$ cat src/rtl/otter_csr_pkg.sv
// Shared constants and types for the OTTER machine-mode CSR file and
// interrupt front end.
package otter_csr_pkg;

   // CSR addresses (instruction bits 31:20)
   localparam logic [11:0] ADDR_MSTATUS = 12'h300;
   localparam logic [11:0] ADDR_MTVEC   = 12'h305;
   localparam logic [11:0] ADDR_MEPC    = 12'h341;
   localparam logic [11:0] ADDR_MCAUSE  = 12'h342;

   // mstatus implemented bit positions
   localparam int unsigned MIE_BIT  = 3;
   localparam int unsigned MPIE_BIT = 7;

   // mcause value for a machine external interrupt
   localparam logic [31:0] MCAUSE_MEXT = 32'h8000_000B;

   // mtvec/mepc are word aligned: bits 1:0 always read 0
   localparam logic [31:0] ALIGN_MASK = 32'hFFFF_FFFC;

   // Pending-request state
   typedef enum logic {
      IDLE = 1'b0,
      PEND = 1'b1
   } pend_state_t;

endpackage

$ cat src/rtl/otter_intr_sync.sv
// External interrupt synchronizer, rising-edge detector and pending-request
// FSM. One request is held per rising edge of the synchronized input until
// the control unit takes it.
module otter_intr_sync #(
   parameter int unsigned SYNC_STAGES = 2
) (
   input  logic clk,
   input  logic RST,
   input  logic intr_async,
   input  logic int_taken,
   output logic pending
);
   import otter_csr_pkg::*;

   logic [SYNC_STAGES-1:0] sync;
   logic                   s;
   logic                   p;
   logic                   edge_det;
   pend_state_t            state;

   assign s        = sync[SYNC_STAGES-1];
   assign edge_det = s & ~p;

   // Synchronizer chain plus one-flop edge history
   always_ff @(posedge clk) begin
      if (RST) begin
         sync <= '0;
         p    <= 1'b0;
      end else begin
         sync <= {sync[SYNC_STAGES-2:0], intr_async};
         p    <= s;
      end
   end

   // Pending FSM: a new edge wins over int_taken so back-to-back events survive
   always_ff @(posedge clk) begin
      if (RST) begin
         state   <= IDLE;
         pending <= 1'b0;
      end else begin
         case (state)
            IDLE: begin
               if (edge_det) begin
                  state   <= PEND;
                  pending <= 1'b1;
               end
            end
            PEND: begin
               if (int_taken && !edge_det) begin
                  state   <= IDLE;
                  pending <= 1'b0;
               end
            end
            default: begin
               state   <= IDLE;
               pending <= 1'b0;
            end
         endcase
      end
   end

endmodule

$ cat src/rtl/otter_csr_intr.sv
// Machine-mode CSR file (mstatus, mtvec, mepc, optional mcause) and the
// gated interrupt request to the control-unit FSM.
// Optional feature macro: CSR_MCAUSE_EN (implements mcause at 0x342).
module otter_csr_intr #(
   parameter int unsigned SYNC_STAGES = 2
) (
   input  logic        clk,
   input  logic        RST,
   input  logic        intr_async,
   input  logic        int_taken,
   input  logic        mret_exec,
   input  logic        csr_WE,
   input  logic [11:0] addr,
   input  logic [31:0] wd,
   input  logic [31:0] pc,
   output logic [31:0] rd,
   output logic [31:0] mepc,
   output logic [31:0] mtvec,
   output logic        mie,
   output logic        INTR
);
   import otter_csr_pkg::*;

   logic        mie_r;
   logic        mpie_r;
   logic [31:0] mtvec_r;
   logic [31:0] mepc_r;
   logic [31:0] mstatus_val;
   logic        pending;
`ifdef CSR_MCAUSE_EN
   logic [31:0] mcause_r;
`endif

   otter_intr_sync #(
      .SYNC_STAGES(SYNC_STAGES)
   ) u_sync (
      .clk       (clk),
      .RST       (RST),
      .intr_async(intr_async),
      .int_taken (int_taken),
      .pending   (pending)
   );

   assign mepc  = mepc_r;
   assign mtvec = mtvec_r;
   assign mie   = mie_r;
   assign INTR  = pending & mie_r;

   // CSR updates; strobe priority int_taken > mret_exec > csr_WE, loser dropped whole
   always_ff @(posedge clk) begin
      if (RST) begin
         mie_r    <= 1'b0;
         mpie_r   <= 1'b0;
         mtvec_r  <= '0;
         mepc_r   <= '0;
`ifdef CSR_MCAUSE_EN
         mcause_r <= '0;
`endif
      end else if (int_taken) begin
         mepc_r   <= pc & ALIGN_MASK;
         mpie_r   <= mie_r;
         mie_r    <= 1'b0;
`ifdef CSR_MCAUSE_EN
         mcause_r <= MCAUSE_MEXT;
`endif
      end else if (mret_exec) begin
         mie_r  <= mpie_r;
         mpie_r <= 1'b1;
      end else if (csr_WE) begin
         case (addr)
            ADDR_MSTATUS: begin
               mie_r  <= wd[MIE_BIT];
               mpie_r <= wd[MPIE_BIT];
            end
            ADDR_MTVEC:  mtvec_r  <= wd & ALIGN_MASK;
            ADDR_MEPC:   mepc_r   <= wd & ALIGN_MASK;
`ifdef CSR_MCAUSE_EN
            ADDR_MCAUSE: mcause_r <= wd;
`endif
            default: ;
         endcase
      end
   end

   // mstatus view: only MIE and MPIE are implemented
   always_comb begin
      mstatus_val           = '0;
      mstatus_val[MIE_BIT]  = mie_r;
      mstatus_val[MPIE_BIT] = mpie_r;
   end

   // Combinational CSR read mux; unmapped addresses read 0
   always_comb begin
      rd = '0;
      case (addr)
         ADDR_MSTATUS: rd = mstatus_val;
         ADDR_MTVEC:   rd = mtvec_r;
         ADDR_MEPC:    rd = mepc_r;
`ifdef CSR_MCAUSE_EN
         ADDR_MCAUSE:  rd = mcause_r;
`endif
         default:      rd = '0;
      endcase
   end

endmodule

$ cat config.mk
export PLATFORM = sky130hd
export DESIGN_NAME = otter_csr_intr
export DESIGN_NICKNAME = d
export VERILOG_FILES = /design/src/rtl/otter_csr_pkg.sv /design/src/rtl/otter_intr_sync.sv /design/src/rtl/otter_csr_intr.sv
export SDC_FILE = /design/constraint.sdc
export NUM_CORES = 1
export LEC_CHECK = 0
export CAP_MARGIN = 5
export CELL_PAD_IN_SITES_DETAIL_PLACEMENT = 1
export CELL_PAD_IN_SITES_GLOBAL_PLACEMENT = 1
export CORE_MARGIN = 1.5
export CORE_UTILIZATION = 25
export CTS_CLUSTER_SIZE = 12
export DETAILED_ROUTE_END_ITERATION = 16
export PLACE_DENSITY = 0.84
export SLEW_MARGIN = 10
export SYNTH_ARGS = -nofsm -noshare
export SYNTH_HDL_FRONTEND = slang
export SYNTH_SLANG_ARGS = --single-unit
$ cat constraint.sdc
create_clock -name clk -period 7.7 [get_ports clk]
set_input_delay 1.925 -clock clk [delete_from_list [all_inputs] [get_ports clk]]
set_output_delay 1.925 -clock clk [all_outputs]
set_load 0.05 [all_outputs]
## Word-level counts from Yosys, hierarchy flattened

Cells that the tools add are included.

| word-level totals | value |
|---|---|
| flip-flop bits (word level) | 67 |
| output and inout port bits | 98 |
| logic and storage cells | 52 |

| operators by class | value |
|---|---|
| eq/ne operators | 6 |
| mux-type cells | 18 |
| bitwise logic cells | 6 |
| reduce and logical (&&, ||, !) cells | 14 |

Operators by type and width:

| kind | count |
|---|---|
| $mux W32 | 4 |
| $pmux W32 S3 | 1 |
| $eq A12 B10 Y1 const B | 3 |
| $mux W1 | 11 |
| $reduce_bool A2 Y1 | 4 |
| $reduce_and A2 Y1 | 3 |
| $reduce_bool A3 Y1 | 2 |
| $ne A2 B2 Y1 const B | 2 |
| $not A1 Y1 | 4 |
| $pmux W1 S2 | 2 |
| $reduce_and A4 Y1 | 1 |
| $reduce_and A3 Y1 | 1 |
| $and A1 B1 Y1 | 2 |
| $ne A2 B1 Y1 const B | 1 |
| $reduce_or A2 Y1 | 1 |
| $logic_and A1 B1 Y1 | 1 |
| $logic_not A1 Y1 | 1 |

## Depth between registers and ports, before layout

Gate-level depths: netlist of the first run.

| depth | value |
|---|---|
| depth in word-level cells | 6 |
| mapped depth | 6 |
| mapped depth without buffers | 4 |

## By module

A second synthesis of the first run with hierarchy kept.

| second synthesis, totals | value |
|---|---|
| cells, all modules | 353 |
| area total of the unflattened synthesis | 3,253.1 µm² |

Modules (own cells, without submodules):

| module | instances | cells each | area each (µm²) | sequential area each (µm²) |
|---|---|---|---|---|
| otter_csr_intr | 1 | 338 | 3,083.0 | 1,241.2 |
| otter_intr_sync | 1 | 15 | 170.2 | 100.1 |

## Worst setup path after synthesis of the first run

No wires, ideal clock.

| timing path | value |
|---|---|
| path kind | in2out |
| start point | input addr[2] |
| end point | output rd[16] |
| arrival time | 3.495 ns |
| data required time | 5.775 ns |
| path slack | 2.280 ns |
| stages on the path | 4 |
| buffers on the path | 1 |
| cells stage by stage | or4_4 nor3_4 clkbuf_1 a22o_1 |

| on the way | value |
|---|---|
| cells in the longest elaborated chain, start to end | 2 |

Ends and longest elaborated chain:

| what | RTL line | source |
|---|---|---|
| start, declared | otter_csr_intr.sv:13 | `input logic [11:0] addr,` |
| $eq A12 B10 Y1 | otter_csr_intr.sv:95 | `case (addr)` |
| $pmux W32 S3 (*) | otter_csr_intr.sv:95 |  |
| end, declared | otter_csr_intr.sv:16 | `output logic [31:0] rd,` |

Every way passes the cells marked *; elsewhere a longest branch is shown, timed or not.

## Worst setup path after layout of the first run

| timing path | value |
|---|---|
| start point | input addr[8] |
| end point | output rd[10] |

The elaborated chain is that of the path after synthesis.

==> run metrics, run 1 <==
largest net degree at the start of global routing=56; nets@finish=586; largest cells by area after synthesis=dfxtp_1, nand2_1, a22o_1; worst-path fanout max=30; area fraction of the dominant cell type after synthesis=0.436; Worst Path Required=5.78 ns; Most common cell on crit path=clkdlybuf4s50_1; # DRC=0; initial core utilization=0.256; Max Fclk=150 MHz; Routed Antenna Nets=0; CP top delay family=buffers and inverters; Root Buffer=clkbuf_16; hpwl dp=8480 um; # diodes=0; Power Dens Cells=186 nW/um^2; IO Pins=180; worst rel slew slack=0.284; mean post-synth cell area=8.99 um^2; Final setup violation count=0; Critical Path End Type=output port; Post-synth EDFFs=0; post-route setup TNS=0 ns; routability cong.=0.809; Fin Clk Skew=0.00659 ns; Die W=114 um; cts hold-fix bufs=0; Synth Register Bits=67; Syn. warnings=0; Vias/cell=5.06; min Tclk post-route=6.66 ns; CTS Buf Count=9; Cell Area, Synth=3070 um^2; GR Overflow Total=0; CTS resizes=0; via count=3319; unrepaired setup endpoints after global routing=no; main flop type after synthesis=dfxtp_1; slowest CP cell=clkdlybuf4s50_1; die area=13000 um^2; Port Buf Inserts=169; Worst-Skew Late Latency=0.32 ns; # placed instances=640; gr usage total=0.189; fin worst setup slack=1.04 ns; Tcrit/Tclk final=0.865; share of cells above drive strength 1=0.0884; asr flop ratio synth=0; HP Class=register to register; Critical Path Source Type=input port; Worst Path Arrival=4.73 ns; WP buf/inv=3; first drt pass iteration count=4; global-route wire length before repair=19100 um; status=complete, no violations; Worst-path clk slew=0.06 ns; initial DRC count=207; CP Cell Sequence=clkdlybuf4s50_1 > nor4bb_1 > and3_1 > buf_4 > a22o_1 > clkdlybuf4s50_1; Worst Tran Pin Value=1.07 ns; Slew Viols, Final=0; cell accounting for the most synthesized area=dfxtp_1; vias in the first global route=3508; Post-CTS Setup Repair Bufs=0; dpl ws=1.09 ns; max-cap viol count=0; Syn Inst Count=342; VDD IR-drop max=0.0800 mV; final instance area=5210 um^2; Bufs on Longest Clock Path=2; initial antenna violation count=0; Final Hold Vio Count=0; Core Area=12000 um^2; WL per Instance=18.7 um; non-filler cells, final=656; Routed WL=12300 um; clock sink total=67; Syn-to-layout area delta=69.5%; CTS tree=done; Leak Pwr=1.89 nW; Netlist cell types=42; sequential share of the synthesized area=0.436; Cell Area, Placed=4880 um^2; Rows=40; Max stage delay on crit path=0.81 ns; H-tree Lvls=3; Crit Path Class=input port to output port; height of the die=114 um
-- state kept, by name (all words and copies together) (netlist names) --
register and flops:
mpie_r 1, u_sync.p 1, u_sync.pending 1, mie 1, u_sync.sync 2, mepc 30
mtvec 30, u_sync.state 1
-- worst reg2reg max path, stage by stage (launching register included) --
cell and delay [ns]:
dfxtp_1 0.38, or3b_2 0.45, o211ai_1 0.10
-- stage by stage --
step	utilization	hold slack [ns]	total power, mW
2_1_floorplan	-	0.414	0.450
3_5_place_dp	0.406	0.427	0.522
4_1_cts	0.434	0.434	0.978
5_1_grt	0.434	0.458	1.00
3_3_place_gp	0.406	0.417	0.519
6_report	0.434	0.431	0.966
-- layout by cell type (no fill, tap or decap), drive strengths merged --
master,synthesis,final
nor2b,3,3
dfxtp,67,67
clkinv,0,2
mux2,1,1
nor3b,2,2
and4,1,1
clkinvlp,0,2
o211ai,2,2
conb,1,6
nand2,68,68
o221a,7,7
or3b,2,2
clkdlybuf4s50,0,168
inv,9,9
nor2,10,10
bufinv,0,2
nor4b,2,2
a21oi,38,38
a211oi,4,4
o41ai,1,1
and2,18,18
buf,12,9
nand4bb,2,2
a22o,28,28
nand4,3,3
nor4bb,1,1
nand3,1,1
a31oi,1,1
mux2i,4,4
and3,1,1
a221o,17,17
clkbuf,19,10
o21ai,1,1
nor4,2,2
nor3,4,4
a311oi,2,2
or4,2,2
nand2b,4,4
a32oi,2,2
-- cells in the mapped netlist, types with 2 or more instances --
cell type,instances
nand2b_1,4
nand4bb_1,2
nand2_1,68
nor4_1,2
nor2b_1,3
dfxtp_1,67
inv_1,9
mux2i_1,4
nor2_1,10
a22o_1,28
and2_1,18
buf_6,2
o211ai_1,2
a211oi_2,4
buf_2,3
nand4_1,3
a221o_1,17
or3b_2,2
a21oi_1,38
a32oi_1,2
nor3_1,3
o221a_2,7
buf_4,6
clkbuf_1,19
nor4b_1,2
-- where the power goes --
part | internal [mW] | switching, mW
sequential | 0.358 | 0.00987
combinational | 0.0670 | 0.0795
clock | 0.292 | 0.159
-- kinds of logic after synthesis --
logic type | Yosys count | share of synthesized area
flip-flops | 67 | 0.436
buffers and inverters | 40 | 0.0623
multiplexers | 5 | 0.0167
AO/OA/AOI/OAI | 103 | 0.274
other | 1 | 0.00122
AND/OR/NAND/NOR | 126 | 0.210
-- area by class of cell --
class	instances	area, um^2
fill	1393	6800
timing repair buffer	177	1760
multi-input combinational	240	1560
sequential	67	1340
clock buffer	10	239
tap	147	184
clock inverter	6	88.8
inverter	9	33.8
-- routing by layer --
metal	wire length [um]	track usage
met3	760	0.0446
met1	5290	0.229
met2	6170	0.343
met4	44	0.0358
met5	0	0
-- path summary, 6_finish.rpt --
path             startpoint        endpoint  slack [ns]  cells after the start
max reg2reg        mepc[30]        mepc[30]        6.69                      2
min          u_sync.sync[0]  u_sync.sync[1]        0.43                      1
max                 addr[8]          rd[10]        1.04                      6
min reg2reg  u_sync.sync[0]  u_sync.sync[1]        0.43                      1
No activity file was read; power rests on OpenSTA's default activity.
==> run 2: changes to the inputs <==
Settings changed: ABC_CLOCK_PERIOD_IN_PS from default to 7700.
==> results of run 2 <==
No change in the layout: final DEF, timing and power equal those of run 1.
